`src/rtl/dac_serial_tx_pkg.sv`:
```
// Shared equaliser definitions used by the DAC transmit path.
//   DECIM / MAGN / N  : default input sample format (Q8.14, 23 bits with sign)
//   DAC_FRAME_BITS    : length of one serial DAC frame
//   DAC_CTRL          : control nibble sent ahead of the DAC code
//   state_t           : transmit FSM states
package dac_serial_tx_pkg;

    localparam int DECIM          = 14;
    localparam int MAGN           = 8;
    localparam int N              = DECIM + MAGN + 1;
    localparam int DAC_FRAME_BITS = 16;
    localparam logic [3:0] DAC_CTRL = 4'b0000;

    typedef enum logic [1:0] {
        IDLE  = 2'd0,
        SHIFT = 2'd1,
        GAP   = 2'd2
    } state_t;

endpackage

```
`src/rtl/dac_serial_tx_q_to_dac_code.sv`:
```
// Combinational conversion of a signed Q(magn).(decim) sample to an
// offset-binary DAC code. The sample is clamped to [-1.0, +1.0 - 1 LSB],
// offset by +1.0 and truncated to the top DAC_BITS bits.
// Ports:
//   x       : signed input sample, N bits
//   code    : offset-binary DAC code, DAC_BITS bits
//   clipped : high when x lay outside the clamp range
module q_to_dac_code #(
    parameter int decim    = 14,
    parameter int N        = 23,
    parameter int DAC_BITS = 12
) (
    input  logic signed [N-1:0]        x,
    output logic        [DAC_BITS-1:0] code,
    output logic                       clipped
);

    localparam logic signed [N-1:0] MAX_V = N'((2 ** decim) - 1);
    localparam logic signed [N-1:0] MIN_V = -N'(2 ** decim);

    logic              clip_hi;
    logic              clip_lo;
    logic [decim:0]    u;
    logic              unused_lsbs;

    assign clip_hi = (x > MAX_V);
    assign clip_lo = (x < MIN_V);
    assign clipped = clip_hi | clip_lo;

    // Inside the clamp range the low decim+1 bits are the two's complement
    // value; adding 2^decim to it is just an inversion of its sign bit.
    always_comb begin
        if (clip_hi) begin
            u = '1;
        end else if (clip_lo) begin
            u = '0;
        end else begin
            u = {~x[decim], x[decim-1:0]};
        end
    end

    assign code        = u[decim -: DAC_BITS];
    assign unused_lsbs = ^u;

endmodule

```
`src/rtl/dac_serial_tx.sv`:
```
// Serial DAC transmitter at the output of the equaliser chain.
// Each accepted sample is converted to a 12-bit offset-binary code and sent
// as a 16-bit frame {DAC_CTRL, code}, MSB first, on sync_n/sclk/sdata.
// Ports:
//   clock      : system clock, rising edge
//   reset      : asynchronous active-high reset
//   gen_enable : one-cycle sample strobe, DataIn valid in the same cycle
//   DataIn     : signed Q(magn).(decim) sample
//   sync_n     : frame select, low for the 16 bit periods
//   sclk       : serial clock, idles high, DAC samples on falling edge
//   sdata      : serial data, changes on sclk rising
//   busy       : high while a frame (shift + gap) is in progress
//   sat_flag   : one-cycle pulse when the accepted sample was clipped
//   overrun    : one-cycle pulse when a strobe was dropped while busy
module dac_serial_tx
    import dac_serial_tx_pkg::*;
#(
    parameter int decim    = DECIM,
    parameter int magn     = MAGN,
    parameter int N        = decim + magn + 1,
    parameter int DAC_BITS = 12,
    parameter int CLK_DIV  = 4
) (
    input  logic                clock,
    input  logic                reset,
    input  logic                gen_enable,
    input  logic signed [N-1:0] DataIn,
    output logic                sync_n,
    output logic                sclk,
    output logic                sdata,
    output logic                busy,
    output logic                sat_flag,
    output logic                overrun
);

    localparam int DW = (CLK_DIV > 1) ? $clog2(CLK_DIV) : 1;
    localparam logic [DW-1:0] DIV_LAST  = DW'(CLK_DIV - 1);
    localparam logic [3:0]    BIT_FIRST = 4'(DAC_FRAME_BITS - 1);

    logic [DAC_BITS-1:0]       code;
    logic                      clipped;
    logic [DAC_FRAME_BITS-1:0] new_frame;

    state_t                    state_q, state_d;
    logic [DAC_FRAME_BITS-1:0] frame_q, frame_d;
    logic [3:0]                bit_q, bit_d;
    logic [DW-1:0]             div_q, div_d;
    logic                      sync_n_q, sync_n_d;
    logic                      sclk_q, sclk_d;
    logic                      sdata_q, sdata_d;
    logic                      sat_q, sat_d;
    logic                      ovr_q, ovr_d;

    q_to_dac_code #(
        .decim    (decim),
        .N        (N),
        .DAC_BITS (DAC_BITS)
    ) u_conv (
        .x       (DataIn),
        .code    (code),
        .clipped (clipped)
    );

    always_comb begin
        new_frame = '0;
        new_frame[DAC_FRAME_BITS-1 -: 4] = DAC_CTRL;
        new_frame[DAC_BITS-1:0]          = code;
    end

    always_ff @(posedge clock or posedge reset) begin
        if (reset) begin
            state_q  <= IDLE;
            frame_q  <= '0;
            bit_q    <= '0;
            div_q    <= '0;
            sync_n_q <= 1'b1;
            sclk_q   <= 1'b1;
            sdata_q  <= 1'b0;
            sat_q    <= 1'b0;
            ovr_q    <= 1'b0;
        end else begin
            state_q  <= state_d;
            frame_q  <= frame_d;
            bit_q    <= bit_d;
            div_q    <= div_d;
            sync_n_q <= sync_n_d;
            sclk_q   <= sclk_d;
            sdata_q  <= sdata_d;
            sat_q    <= sat_d;
            ovr_q    <= ovr_d;
        end
    end

    // Every output is a register; the next-value logic below sets up the
    // line levels one cycle ahead so the first SHIFT cycle already shows
    // sync_n low, sclk high and the frame MSB.
    always_comb begin
        state_d  = state_q;
        frame_d  = frame_q;
        bit_d    = bit_q;
        div_d    = div_q;
        sync_n_d = sync_n_q;
        sclk_d   = sclk_q;
        sdata_d  = sdata_q;
        sat_d    = 1'b0;
        ovr_d    = 1'b0;

        case (state_q)
            IDLE: begin
                sync_n_d = 1'b1;
                sclk_d   = 1'b1;
                sdata_d  = 1'b0;
                if (gen_enable) begin
                    state_d  = SHIFT;
                    frame_d  = new_frame;
                    bit_d    = BIT_FIRST;
                    div_d    = '0;
                    sync_n_d = 1'b0;
                    sdata_d  = new_frame[DAC_FRAME_BITS-1];
                    sat_d    = clipped;
                end
            end

            SHIFT: begin
                ovr_d = gen_enable;
                if (div_q == DIV_LAST) begin
                    div_d = '0;
                    if (sclk_q) begin
                        sclk_d = 1'b0;
                    end else if (bit_q == 4'd0) begin
                        state_d  = GAP;
                        sync_n_d = 1'b1;
                        sclk_d   = 1'b1;
                        sdata_d  = 1'b0;
                    end else begin
                        // Next bit is presented together with sclk rising.
                        bit_d   = bit_q - 4'd1;
                        sclk_d  = 1'b1;
                        sdata_d = frame_q[bit_q - 4'd1];
                    end
                end else begin
                    div_d = DW'(div_q + 1'b1);
                end
            end

            GAP: begin
                ovr_d = gen_enable;
                if (div_q == DIV_LAST) begin
                    div_d   = '0;
                    state_d = IDLE;
                end else begin
                    div_d = DW'(div_q + 1'b1);
                end
            end

            default: begin
                state_d = IDLE;
            end
        endcase
    end

    assign sync_n   = sync_n_q;
    assign sclk     = sclk_q;
    assign sdata    = sdata_q;
    assign busy     = (state_q != IDLE);
    assign sat_flag = sat_q;
    assign overrun  = ovr_q;

endmodule

```
`config.mk`:
```
export PLATFORM = sky130hd
export DESIGN_NAME = dac_serial_tx
export DESIGN_NICKNAME = d
export VERILOG_FILES = /design/src/rtl/dac_serial_tx_pkg.sv /design/src/rtl/dac_serial_tx_q_to_dac_code.sv /design/src/rtl/dac_serial_tx.sv
export SDC_FILE = /design/constraint.sdc
export NUM_CORES = 1
export LEC_CHECK = 0
export CAP_MARGIN = 30
export CORE_ASPECT_RATIO = 2
export CORE_MARGIN = 10
export CORE_UTILIZATION = 45
export CTS_BUF_LIST = sky130_fd_sc_hd__clkbuf_8 sky130_fd_sc_hd__clkbuf_16
export DETAILED_ROUTE_END_ITERATION = 10
export DONT_BUFFER_PORTS = 1
export PLACE_DENSITY = 0.62
export SYNTH_ARGS = -nofsm -noshare
export SYNTH_HDL_FRONTEND = slang
export SYNTH_HIERARCHICAL = 1
export SYNTH_SLANG_ARGS = --single-unit
```
`constraint.sdc`:
```
create_clock -name clock -period 1.9 [get_ports clock]
set_input_delay 0.57 -clock clock [delete_from_list [all_inputs] [get_ports clock]]
set_output_delay 0.57 -clock clock [all_outputs]
set_load 0.005 [all_outputs]
```
==> impl_metrics.yaml, run 1 <==
drt:
  first_pass_iters: 4
  antenna_left: 0
  dr.first_iter.drc_count: 26
  finalWirelength_um: 3500
  viasPerCell: 6.15
  wl_per_cell_um: 18.5
  num_vias: 1162
  drc: 0
worst_hold_path:
  min_path_type: "in2async"
power:
  switching_share_pct: 34.7
  power.leakage_nw: 0.723
  p_switching_w: 0.000819
  power_frac_seq_pct: 38.9
  internal-power_w: 0.00154
  share_comb_of_total_power_pct: 47.7
  clkPwrFrac_pct: 13.4
  power.density_nw_per_um2: 1400
  ir_worst_vdd_mv: 0.683
synthesis:
  synth.distinct_cells: 44
  async_flop_share_pct: 100
  syn-instance-count: 147
  synth_enable_flop_cells: 0
  synth-main-ff-cell: "dfrtp_1"
  synth-seq-cells: 25
  netlist_area_um2: 1550
  ys_seq_area_share_pct: 40.5
  ys_warn_count: 6
  synth_nets: 178
  avgSynthCellArea_um2: 10.5
finish:
  final_common_cell: "dfrtp_1"
  drive_gt1_share_pct: 26.1
  final_cell_mix: "23 x dfrtp_1, 15 x buf_4, 13 x mux2_2, 13 x nand3_1, 11 x a2bb2oi_1"
  fillerInstances: 310
  area_growth_pct: 8.96
  num_antenna_cells: 0
  final_cells: 189
  finish.net_count: 189
sta:
  tns_ns: 0
  max_freq_ghz: 0.566
  worstMarginPinSlew_ns: 0.436
  finalHoldViolCount: 0
  rsz0062_at_grt: "no"
  skew_ns: 0.00262
  period_share_pct: 93.1
  fin_crit_ns: 1.77
  drv_slew: 0
  setup_violations: 0
  max_slew_margin_pct: 70.9
global_route:
  track_usage_pct: 12.5
  grt_pass1_vias: 1350
  grt_first_pass_wirelength_um: 6180
  gr-total-overflow: 0
  grt_max_degree: 16
  antenna_found_initial: 0
setup_path:
  cp.required_ns: 1.33
  endpoint_kind: "output port"
  cp_slowest_cell: "dfrtp_1"
  cp_common_cell: "inv_1"
  worst-setup-path-type: "reg2out"
  worstPathCellList: "inv_1 -> ha_1 -> buf_4 -> inv_1"
  path_max_fanout: 4
  cp-start-kind: "register"
  critPathBufInv: 3
  critical-path-top-delay-family: "flip-flops"
  arrival_ns: 1.20
  reg2regPathDepth: 7
  cp.depth: 4
  slowest_delay_ns: 0.39
floorplan:
  num_rows: 30
  die_area_um2: 6330
  die_h_um: 103
  ios: 32
  core_area_um2: 3340
  die_x_um: 61.5
  start_util_pct: 46.4
clocking:
  htree_levels: 1
  cts-root-buf: "clkbuf_8"
  clkLatencyLatePin_ns: 0.27
  cts.sinks: 25
  clkTransAtPathRegs_ns: 0.09
  numCtsBuffers: 3
  cts_tree: "built"
  cts_setup_buffers: 0
  cts_buffer_depth: 2
place:
  dp_cells: 185
  portBuffers: 0
  place_hpwl_um: 2810
  globalplace.congestion: 0.823
flow_run:
  cap_violations: 0
run_status:
  status: "complete, no violations"
timing repair:
item	in CTS	in global routing
resized for setup	0	1
hold buffers	0	0
setup endpoints to repair	0	1
power groups by stage:
stage | combinational (W) | sequential, W | clock, W
floorplan | 0.000828 | 0.000874 | 0
global placement | 0.00109 | 0.000917 | 0
detailed placement | 0.00112 | 0.000933 | 0
CTS | 0.00113 | 0.000920 | 0.000324
global route | 0.00126 | 0.000949 | 0.000353
finish | 0.00112 | 0.000916 | 0.000317
state kept, by name, summed over array words and instances, names as in the netlist:
register	cells
sync_n	1
div_q	2
sdata	1
bit_q	4
overrun	1
sat_flag	1
frame_q	12
state_q	2
sclk	1
cells in the mapped netlist, types with 4 or more instances:
library cell | count | share of area, %
a21oi_1 | 6 | 1.9
a2bb2oi_1 | 11 | 6.2
dfrtp_1 | 23 | 37
ha_1 | 5 | 4.0
inv_1 | 8 | 1.9
mux2_2 | 13 | 9.4
nand2_1 | 8 | 1.9
nand3_1 | 13 | 4.2
nor2_1 | 4 | 0.97
o21ai_0 | 4 | 1.3
logic make-up after synthesis:
group | share of synthesized area [%]
adders and majority gates | 4.04
AOI/OAI and AO/OA | 16.8
DFF | 40.5
xor gates and xnor gates | 0.565
buffers and inverters | 6.13
muxes | 15.7
and+or+nand+nor | 16.2
worst paths after layout:
check                           start         end  slack [ns]
max in group asynchronous       reset    bit_q[2]        1.16
max                        state_q[0]        busy        0.13
min in group clock         gen_enable    sat_flag        0.46
min reg2reg                frame_q[4]  frame_q[4]        0.51
max reg2reg                  bit_q[1]  state_q[0]        0.13
min                             reset    sat_flag        0.18
per-stage QoR:
step | total power [W] | area [µm²] | hold slack (ns) | worst slack, ns | utilization (%)
floorplan | 0.00170 | 1550 | 0.474 | 0.105 | -
global placement | 0.00200 | 1640 | 0.473 | 0.169 | 49.0
detailed placement | 0.00205 | 1640 | 0.478 | 0.154 | 49.0
CTS | 0.00237 | 1680 | 0.182 | 0.121 | 50.4
global route | 0.00257 | 1690 | 0.188 | 0.0225 | 50.6
finish | 0.00236 | 1690 | 0.178 | 0.132 | 50.6
area by class of cell:
class	instances	area (µm²)	share of cell area, %
well taps	32	40.0	2.37
multi-input cells	105	832	49.3
inverters	8	30.0	1.78
clock buffers	3	41.3	2.44
clock inverters	1	5.00	0.296
repair buffers	15	113	6.67
flip-flops and latches	25	628	37.2
worst register-to-register path, cell delays in order, from the launching register on:
cell and delay (ns):
dfrtp_1 0.39, inv_1 0.08, ha_1 0.24, nor3b_2 0.30
buf_4 0.20, nand2_1 0.08, a21oi_1 0.19, mux2i_1 0.21
metal layers:
layer | wire length, µm | vias to the layer above | part of all wire, % | GRT usage (%)
li1 | - | 572 | - | -
met4 | 50 | 0 | 1.4 | 4.84
met2 | 1960 | 31 | 56 | 22.5
met5 | 0 | - | 0 | 0
met1 | 1190 | 555 | 34 | 12.4
met3 | 295 | 4 | 8.4 | 4.32
(Power assumes the default switching activity.)
==> inputs of run 2 (changes only) <==
--- a/config.mk
+++ b/config.mk
@@ -8,11 +8,12 @@
 export CAP_MARGIN = 30
 export CORE_ASPECT_RATIO = 2
 export CORE_MARGIN = 10
-export CORE_UTILIZATION = 45
+export CORE_UTILIZATION = 56
 export CTS_BUF_LIST = sky130_fd_sc_hd__clkbuf_8 sky130_fd_sc_hd__clkbuf_16
 export DETAILED_ROUTE_END_ITERATION = 10
 export DONT_BUFFER_PORTS = 1
-export PLACE_DENSITY = 0.62
+export PLACE_DENSITY = 0.74
+export RECOVER_POWER = 50
 export SYNTH_ARGS = -nofsm -noshare
 export SYNTH_HDL_FRONTEND = slang
 export SYNTH_HIERARCHICAL = 1
==> impl_metrics.yaml, run 2 (synthesized netlist as in run 1, its figures left out) <==
drt:
  highest_layer: "met4"
  wl_per_cell_um: 18.6
  dr.first_iter.drc_count: 27
  num_vias: 1194
  wl_met3_um: 231
  routed-wl-met2_um: 1880
  viasPerCell: 6.56
  finalWirelength_um: 3390
  routedLengthMet1_um: 1180
  antenna_left: 0
  drc: 0
  first_pass_iters: 4
place:
  dp_cells: 178
  globalplace.congestion: 0.867
  place_hpwl_um: 2770
  portBuffers: 0
sta:
  worstMarginPinSlew_ns: 0.856
  max_freq_ghz: 0.560
  rsz0062_at_grt: "yes"
  setup_violations: 0
  skew_ns: 0.00472
  max_slew_margin_pct: 42.9
  tns_ns: 0
  fin_crit_ns: 1.78
  drv_slew: 0
  finalHoldViolCount: 0
  period_share_pct: 93.9
setup_path:
  reg2reg_slack_ns: 0.12
  cp-start-kind: "register"
  endpoint_kind: "register"
  cp_slowest_cell: "dfrtp_2"
  critPathBufInv: 1
  worstPathCellList: "inv_1 -> ha_1 -> mux4_2 -> or4b_1 -> a31oi_1 -> a31o_1"
  reg2regPathDepth: 6
  critical-path-top-delay-family: "flip-flops"
  worst-setup-path-type: "reg2reg"
  reg2reg_from: "bit_q[1]"
  slowest_delay_ns: 0.42
  cp.required_ns: 2.11
  r2r-end: "sdata"
  arrival_ns: 2.00
  path_max_fanout: 6
clocking:
  cts-root-buf: "clkbuf_8"
  htree_levels: 1
  clkLatencyLatePin_ns: 0.27
  cts.sinks: 25
  numCtsBuffers: 3
  cts_setup_buffers: 0
  clkTransAtPathRegs_ns: 0.09
  cts_buffer_depth: 2
  cts_tree: "built"
power:
  power.density_nw_per_um2: 1410
  power_frac_seq_pct: 40.1
  p_switching_w: 0.000828
  power.leakage_nw: 0.705
  ir_worst_vdd_mv: 0.755
  switching_share_pct: 35.3
  share_comb_of_total_power_pct: 46.3
  clkPwrFrac_pct: 13.6
  internal-power_w: 0.00152
global_route:
  grt_max_degree: 17
  gr-total-overflow: 0
  grt_first_pass_wirelength_um: 5860
  antenna_found_initial: 0
  grt_pass1_vias: 1355
  track_usage_pct: 13.2
flow_run:
  cap_violations: 0
finish:
  num_antenna_cells: 0
  top_register: "frame_q"
  largest_reg_flops: 12
  final_cell_mix: "22 x dfrtp_1, 13 x mux2_2, 13 x nand3_1"
  area_growth_pct: 7.34
  finish.net_count: 185
  final_common_cell: "dfrtp_1"
  drive_gt1_share_pct: 24.2
  reg.largest.list: "frame_q x12, bit_q x4"
  final_cells: 182
run_status:
  status: "complete, no violations"
floorplan:
  die_x_um: 57.2
  ios: 32
  start_util_pct: 57.4
  core_area_um2: 2700
  die_h_um: 94.4
  num_rows: 27
  die_area_um2: 5400
worst_hold_path:
  min_path_type: "in2async"
-- run 2: layout make-up --
class	instances	area, µm²
clock buffer	3	41.3
tap	29	36.3
timing repair buffer	11	91.3
clock inverter	1	3.75
fill	234	1040
inverter	8	30.0
multi-input combinational	105	832
sequential	25	629
-- run 2: worst max path at each step --
stage,from,endpoint,slack [ns],cells after the start
4_1_cts,bit_q[1],sdata,0.06,6
6_report,bit_q[1],sdata,0.12,6
3_5_place_dp,bit_q[1],sdata,0.07,7
2_1_floorplan,bit_q[0],sdata,0.11,7
5_1_grt,bit_q[1],sdata,-0.04,6
3_3_place_gp,bit_q[1],sdata,0.13,6
-- run 2: timing repair --
action / in CTS / in global routing
gates resized for setup: 0 / 3
hold buffers: 0 / 0
setup endpoints to repair: 0 / 4
-- run 2: metrics by stage --
step                      worst slack, ns  instance area, µm²  hold slack [ns]  util [%]  power [W]
after floorplan                     0.105                1550            0.474         -    0.00170
after global placement              0.130                1620            0.449      59.8    0.00196
after detailed placement           0.0725                1620            0.460      59.8    0.00203
after CTS                          0.0565                1660            0.164      61.5    0.00234
after global routing              -0.0422                1660            0.179      61.6    0.00250
final                               0.115                1660            0.149      61.6    0.00234
-- run 2: worst register-to-register path, stage by stage, from the launching register on --
cell	delay [ns]
dfrtp_2	0.42
inv_1	0.07
ha_1	0.29
mux4_2	0.21
or4b_1	0.42
a31oi_1	0.14
a31o_1	0.16
-- run 2: power groups by stage --
stage	registers (W)	logic, W	clock network, W
3_5_place_dp	0.000951	0.00108	0
5_1_grt	0.000966	0.00120	0.000337
6_report	0.000939	0.00109	0.000319
2_1_floorplan	0.000874	0.000828	0
3_3_place_gp	0.000928	0.00103	0
4_1_cts	0.000938	0.00108	0.000318
-- run 2: metal layers --
layer,vias up,global-route usage [%]
li1,565,-
met1,582,11.8
met2,37,24.8
met3,10,3.09
met4,0,9.06
met5,-,0
